<file path="src/rtl/systolic_skew_feeder_if.sv">
// Column-vector stream into the skew feeder: one N-element vector per beat,
// valid/ready handshake, in_last marks the final vector of a stream.
interface systolic_skew_feeder_if #(
    parameter int DATA_WIDTH = 16,
    parameter int N          = 4
);
    logic                    in_valid;
    logic                    in_ready;
    logic [N*DATA_WIDTH-1:0] in_data;
    logic                    in_last;

    modport master (
        output in_valid,
        output in_data,
        output in_last,
        input  in_ready
    );

    modport slave (
        input  in_valid,
        input  in_data,
        input  in_last,
        output in_ready
    );
endinterface

</file>
<file path="src/rtl/systolic_skew_feeder.sv">
// Left-edge operand feeder for an N-row systolic array. Row i sees each
// column vector i cycles later than row 0, so the wavefront enters the
// array diagonally. pause freezes the PEs whenever no wavefront was issued.
//
// state  | meaning
// IDLE   | waiting for start, chains and edge_out hold
// STREAM | accepting column vectors from upstream
// FLUSH  | shifting zeros until the last vector has reached row N-1
// DONE   | single cycle, done pulses, then back to IDLE
module systolic_skew_feeder #(
    parameter int DATA_WIDTH = 16,
    parameter int N          = 4,
    parameter int CNT_WIDTH  = 8
) (
    input  logic                    clk,
    input  logic                    reset,
    input  logic                    start,
    systolic_skew_feeder_if.slave   in_bus,
    input  logic                    array_stall,
    output logic [N*DATA_WIDTH-1:0] edge_out,
    output logic                    pause,
    output logic                    done,
    output logic [CNT_WIDTH-1:0]    k_count,
    output logic                    busy
);
    // Flush counter must hold N-1; keep at least one bit for N=1.
    localparam int FW = (N > 1) ? $clog2(N) : 1;

    typedef enum logic [1:0] {IDLE, STREAM, FLUSH, DONE} state_t;

    state_t          state, state_next;
    logic [FW-1:0]   flush_cnt;
    logic            advance;
    logic            clear_chains;

    assign in_bus.in_ready = (state == STREAM) && !array_stall;
    assign busy            = (state == STREAM) || (state == FLUSH);
    assign clear_chains    = (state == IDLE) && start;

    // Advance qualification and next-state selection.
    always_comb begin
        state_next = state;
        advance    = 1'b0;
        case (state)
            IDLE: begin
                if (start) state_next = STREAM;
            end
            STREAM: begin
                advance = in_bus.in_valid && in_bus.in_ready;
                if (advance && in_bus.in_last)
                    state_next = (N > 1) ? FLUSH : DONE;
            end
            FLUSH: begin
                advance = !array_stall;
                if (advance && flush_cnt == FW'(1))
                    state_next = DONE;
            end
            DONE: begin
                state_next = IDLE;
            end
            default: state_next = IDLE;
        endcase
    end

    // State register plus the registered pause/done outputs.
    always_ff @(posedge clk or posedge reset) begin
        if (reset) begin
            state <= IDLE;
            pause <= 1'b1;
            done  <= 1'b0;
        end else begin
            state <= state_next;
            pause <= !advance;
            done  <= (state_next == DONE);
        end
    end

    // Flush counter: loaded on the last accepted beat, frozen while stalled.
    always_ff @(posedge clk or posedge reset) begin
        if (reset)
            flush_cnt <= '0;
        else if (state == STREAM && advance && in_bus.in_last)
            flush_cnt <= FW'(N - 1);
        else if (state == FLUSH && advance)
            flush_cnt <= flush_cnt - FW'(1);
    end

    // Accepted-beat counter, saturating so long streams read as "full".
    always_ff @(posedge clk or posedge reset) begin
        if (reset)
            k_count <= '0;
        else if (clear_chains)
            k_count <= '0;
        else if (state == STREAM && advance && k_count != {CNT_WIDTH{1'b1}})
            k_count <= k_count + CNT_WIDTH'(1);
    end

    // Lane i is a chain of i+1 registers; the last stage drives row i.
    for (genvar i = 0; i < N; i++) begin : g_lane
        logic [DATA_WIDTH-1:0] chain [0:i];

        // Shift on advance: stage 0 takes the new element (zero in FLUSH).
        always_ff @(posedge clk or posedge reset) begin
            if (reset) begin
                for (int s = 0; s <= i; s++) chain[s] <= '0;
            end else if (clear_chains) begin
                for (int s = 0; s <= i; s++) chain[s] <= '0;
            end else if (advance) begin
                chain[0] <= (state == STREAM)
                            ? in_bus.in_data[i*DATA_WIDTH +: DATA_WIDTH]
                            : '0;
                for (int s = 1; s <= i; s++) chain[s] <= chain[s-1];
            end
        end

        assign edge_out[i*DATA_WIDTH +: DATA_WIDTH] = chain[i];
    end
endmodule

</file>
<file path="src/flat_wrapper.sv">
// flat-port wrapper written by rule: the top's interface ports become plain ports
module systolic_skew_feeder_flat 
#(
    parameter int DATA_WIDTH = 16,
    parameter int N          = 4,
    parameter int CNT_WIDTH  = 8
)
  (clk, reset, start, array_stall, edge_out, pause, done, k_count, busy, in_bus_in_valid, in_bus_in_data, in_bus_in_last, in_bus_in_ready);
  systolic_skew_feeder_if #(.DATA_WIDTH(DATA_WIDTH), .N(N)) in_bus_i ();
  input  logic clk;
  input  logic reset;
  input  logic start;
  input  logic array_stall;
  output logic [N*DATA_WIDTH-1:0] edge_out;
  output logic pause;
  output logic done;
  output logic [CNT_WIDTH-1:0] k_count;
  output logic busy;
  input wire logic [$bits(in_bus_i.in_valid)-1:0] in_bus_in_valid;
  input wire logic [$bits(in_bus_i.in_data)-1:0] in_bus_in_data;
  input wire logic [$bits(in_bus_i.in_last)-1:0] in_bus_in_last;
  output wire logic [$bits(in_bus_i.in_ready)-1:0] in_bus_in_ready;
  assign in_bus_i.in_valid = in_bus_in_valid;
  assign in_bus_i.in_data = in_bus_in_data;
  assign in_bus_i.in_last = in_bus_in_last;
  assign in_bus_in_ready = in_bus_i.in_ready;
  systolic_skew_feeder #(.DATA_WIDTH(DATA_WIDTH), .N(N), .CNT_WIDTH(CNT_WIDTH)) u_core (.clk(clk), .reset(reset), .start(start), .in_bus(in_bus_i), .array_stall(array_stall), .edge_out(edge_out), .pause(pause), .done(done), .k_count(k_count), .busy(busy));
endmodule
</file>
<file path="config.mk">
export PLATFORM = sky130hd
export DESIGN_NAME = systolic_skew_feeder_flat
export DESIGN_NICKNAME = d
export VERILOG_FILES = /design/src/rtl/systolic_skew_feeder_if.sv /design/src/rtl/systolic_skew_feeder.sv /design/src/flat_wrapper.sv
export SDC_FILE = /design/constraint.sdc
export NUM_CORES = 1
export LEC_CHECK = 0
export CAP_MARGIN = 20
export CORE_MARGIN = 4
export CORE_UTILIZATION = 58
export CTS_BUF_LIST = sky130_fd_sc_hd__clkbuf_8
export DETAILED_ROUTE_END_ITERATION = 8
export GPL_TIMING_DRIVEN = 0
export PLACE_DENSITY = 0.95
export SKIP_LAST_GASP = 1
export SYNTH_ARGS = -nofsm -noshare
export SYNTH_HDL_FRONTEND = slang
export SYNTH_SLANG_ARGS = --single-unit
</file>
<file path="constraint.sdc">
create_clock -name clk -period 9.8 [get_ports clk]
set_input_delay 1.47 -clock clk [delete_from_list [all_inputs] [get_ports clk]]
set_output_delay 1.47 -clock clk [all_outputs]
set_load 0.02 [all_outputs]
</file>
Word-level counts from Yosys, hierarchy flattened:

Cells that the tools add are included.

* register bits after elaboration: 174
* bits of input ports: 70
* output and inout bits: 76
* word-level logic and storage cells: 60

* add/sub/neg operators: 2
* equal/unequal tests: 6
* multiplexer cells: 21
* reduce and logical (&&, ||, !) cells: 16

Operator list (number)
* two-way mux 64 bit: 2
* two-way mux 16 bit: 6
* two-way mux 48 bit: 2
* two-way mux 32 bit: 2
* two-way mux 8 bit: 2
* two-way mux 2 bit: 5
* logical AND 1 bit: 9
* adder 8 x 1 -> 8 bit, second input constant: 1
* inequality test 8 bit, second input constant: 1
* one-hot mux 2 bit (4 select lines): 1
* == test 2 bit, second input constant: 3
* nonzero test 2 bit: 3
* == test 2 x 1 -> 1 bit, second input constant: 2
* logical NOT 1 bit: 2
* logical NOT 2 bit: 1
* one-hot mux 1 bit (2 select lines): 1
* subtractor 2 x 1 -> 2 bit, second input constant: 1
* logical OR 1 bit: 1

Logic depth before layout (Yosys ltp):

* depth after elaboration: 8
* gate-level depth with buffers: 10
* mapped depth without buffers: 7

Least setup slack after synthesis:

OpenSTA, ideal clock, no wires.

* path kind: in2out
* start: input port array_stall
* end: output port in_bus_in_ready
* arrival: 1.706 ns
* required time: 8.330 ns
* slack: 6.624 ns
* stages on the path: 1
* buffers on the path: 0
* path through: nor2b_2

* cells in the longest elaborated chain, start to end: 2

Ends and longest elaborated chain
* start: declaration: line flat_wrapper.sv:13 `input logic array_stall;`
* logical NOT 1 bit: line systolic_skew_feeder.sv:36 `assign in_bus.in_ready = (state == STREAM) && !array_stall;`
* logical AND 1 bit: line systolic_skew_feeder.sv:36
* end: declaration: line flat_wrapper.sv:22 `output wire logic [$bits(in_bus_i.in_ready)-1:0] in_bus_in_ready;`

No other way between the ends.

Final worst setup path:

Same ends and word-level chain as after synthesis.

==> flow_metrics.tcl <==
set metrics [dict create \
    fill_cells 778 \
    pin_count 146 \
    drt_pass1_iterations 5 \
    cp_max_fo 5 \
    drcViolationCount 0 \
    setup_violations 0 \
    num_vias 6256 \
    drv_slew 0 \
    grt_max_degree 120 \
    ir_drop_mv 0.2082 \
    end_kind "primary output" \
    post-place-ws_ns 5.441 \
    antenna_found_initial 0 \
    synthTopCellsByCount "228 x nand2_1, 173 x dfrtp_1, 139 x a21oi_1" \
    grtUsageMet1_pct 34.21 \
    async_flop_share_pct 100.0 \
    io_buffers 145 \
    netlist_area_um2 7328 \
    setup_slack_ns 5.448 \
    globalRouteMet3Util_pct 8.466 \
    fin_nets 1005 \
    power_leakage_nw 4.113 \
    slew_headroom_pct 62.30 \
    cp_data_required_time_ns 8.33 \
    wl_per_cell_um 18.00 \
    worst_clock_skew_ns 0.01416 \
    fp.dieH_um 120.4 \
    hp-class "register to register" \
    timing.final.crit_share_pct 44.41 \
    synth_edf_count 0 \
    clk_pin_slew_ns 0.09 \
    ys_seq_elements 174 \
    ant_nets 0 \
    syn_inst 764 \
    post_drt_via_cell_ratio 5.641 \
    rsz0062_at_grt "no" \
    placed_cell_area_um2 9025 \
    drive_above_1_share_pct 11.37 \
    grt_pass1_vias 6331 \
    seq_area_um2 4355 \
    fmaxAchievable_ghz 0.2298 \
    cts_tree "yes" \
    tightest_slew_ns 0.5654 \
    ctsHoldBuffers 0 \
    multi_input_area_um2 2349 \
    fp-row-count 40 \
    synth_area_leader_cell "dfrtp_1" \
    r2r_slack_ns 7.49 \
    clk_path_buf_depth 2 \
    hold_viol 0 \
    min_path_cells 1 \
    grt_pass1_wl_um 31920 \
    dp_hpwl_um 13660 \
    die_area_um2 14500 \
    netlist.area_leader.share_pct 59.07 \
    power_density_nw_per_um2 229.2 \
    status "finished clean" \
    design_area_um2 9378 \
    layout_min_cycle_time_ns 4.352 \
    grtUsageMet2_pct 48.38 \
    final_util_pct 76.79 \
    crit_arrival_ns 2.88 \
    gp_congestion 0.8547 \
    clkLatencyLatePin_ns 0.46 \
    cts_root_buf "clkbuf_8" \
    die_x_um 120.4 \
    grt_use_total_pct 28.02 \
    core_area_um2 12210 \
    ys.warnings.count 0 \
    syn-mean-instance-area_um2 9.592 \
    tns_ns 0 \
    synthFlopType "dfrtp_1" \
    h-tree-depth 4 \
    start_kind "input pin" \
    synth_nets 840 \
    cts.sinks 174 \
    antenna-diode-count 0 \
    drt-total-wl_um 19960 \
    numCtsBuffers 17 \
    criticalPathCategory "input pin to primary output" \
    yosys.cell_types.count 32 \
    ff2ff_path_depth 9 \
    yosysSeqAreaShare_pct 59.43 \
    drv_cap 0 \
    syn2layout_area_growth_pct 27.97 \
    cts_resized 0 \
    yosysMostFrequentCell "nand2_1" \
    start_util_pct 60.01 \
    busiest_layer "met2" \
    worst_hold_slack_ns 0.5101 \
    cts_setup_buffers 0 \
    first_iter_violations 773 \
    grt-ovfl-total 0 \
    yosys-top-cells-area "dfrtp_1 59%, nand2_1 12%, a21oi_1 9.5%" \
]
==> final timing paths <==
| path | from | end |
|---|---|---|
| min in group asynchronous | reset | u_core.g_lane[0].chain[0] |
| min | u_core.g_lane[0].chain[8] | u_core.g_lane[0].chain[8] |
| min reg2reg | u_core.g_lane[0].chain[8] | u_core.g_lane[0].chain[8] |
| max reg2reg | u_core.state[0] | u_core.edge_out[30] |
| max in group asynchronous | reset | u_core.edge_out[45] |
| max | array_stall | in_bus_in_ready |
==> worst max-delay path, stage by stage <==
cell	delay [ns]
clkdlybuf4s50_1	0.54
nor2b_2	0.24
clkdlybuf4s50_1	0.63
==> cell families (layout without fill, tap and decap cells) <==
| logic type | count (synthesis) | in the layout | synth area share [%] |
|---|---|---|---|
| adders and majority gates | 6 | 6 | 1.024 |
| DFF | 174 | 174 | 59.43 |
| buffers and inverters | 110 | 287 | 8.520 |
| and+or+nand+nor | 287 | 287 | 16.29 |
| muxes | 1 | 1 | 0.1366 |
| AOI/OAI and AO/OA | 185 | 185 | 14.48 |
| xor gates and xnor gates | 1 | 1 | 0.1195 |
==> routing by layer <==
metal / part of all wire [%] / vias up
met5: 0 / -
met4: 1.9 / 0
met3: 9.1 / 42
met2: 51 / 309
met1: 38 / 3085
li1: - / 2820
==> cell usage in the layout, fill, tap and decap left out, types with 5 or more instances in the layout <==
cell type        synthesis  final
nand3_1                 37     37
nor2_1                   6      6
ha_1                     6      6
a22o_1                  31     31
dfrtp_1                173    173
clkdlybuf4s50_1          0    145
clkbuf_1                30     30
clkinv_4                 0      6
nand2_1                228    228
buf_2                   22     22
clkbuf_8                 0     19
a21oi_1                139    139
inv_1                    5      5
o21ai_0                  7      7
buf_4                   49     49
==> final cells by class <==
class	count	area share, %
Tap cell	168	2.241
Buffer	104	6.418
Timing Repair Buffer	146	15.77
Inverter	6	0.3202
Multi-Input combinational cell	480	25.04
Clock inverter	12	0.9740
Sequential cell	174	46.44
Clock buffer	19	2.789
==> sequential cells by signal, indices dropped and copies added, names as in the netlist <==
register / flops
u_core.done: 1
u_core.edge_out: 48
u_core.flush_cnt: 2
u_core.g_lane.chain: 112
u_core.k_count: 8
u_core.pause: 1
u_core.state: 2
==> power by group <==
| group | internal, W | leakage, nW | switching, W |
|---|---|---|---|
| logic | 0.000278 | 1.52 | 0.000479 |
| registers | 0.000851 | 2.41 | 0.0000903 |
| clock network | 0.000189 | 0.184 | 0.000262 |
==> through the flow <==
step                total power (W)  instances
floorplan                  0.001381        764
global placement           0.001644       1077
detailed placement         0.001681       1078
CTS                        0.002143       1109
global route               0.002247       1109
finish                     0.002150       1109
No activity file was read; power rests on OpenSTA's default activity.
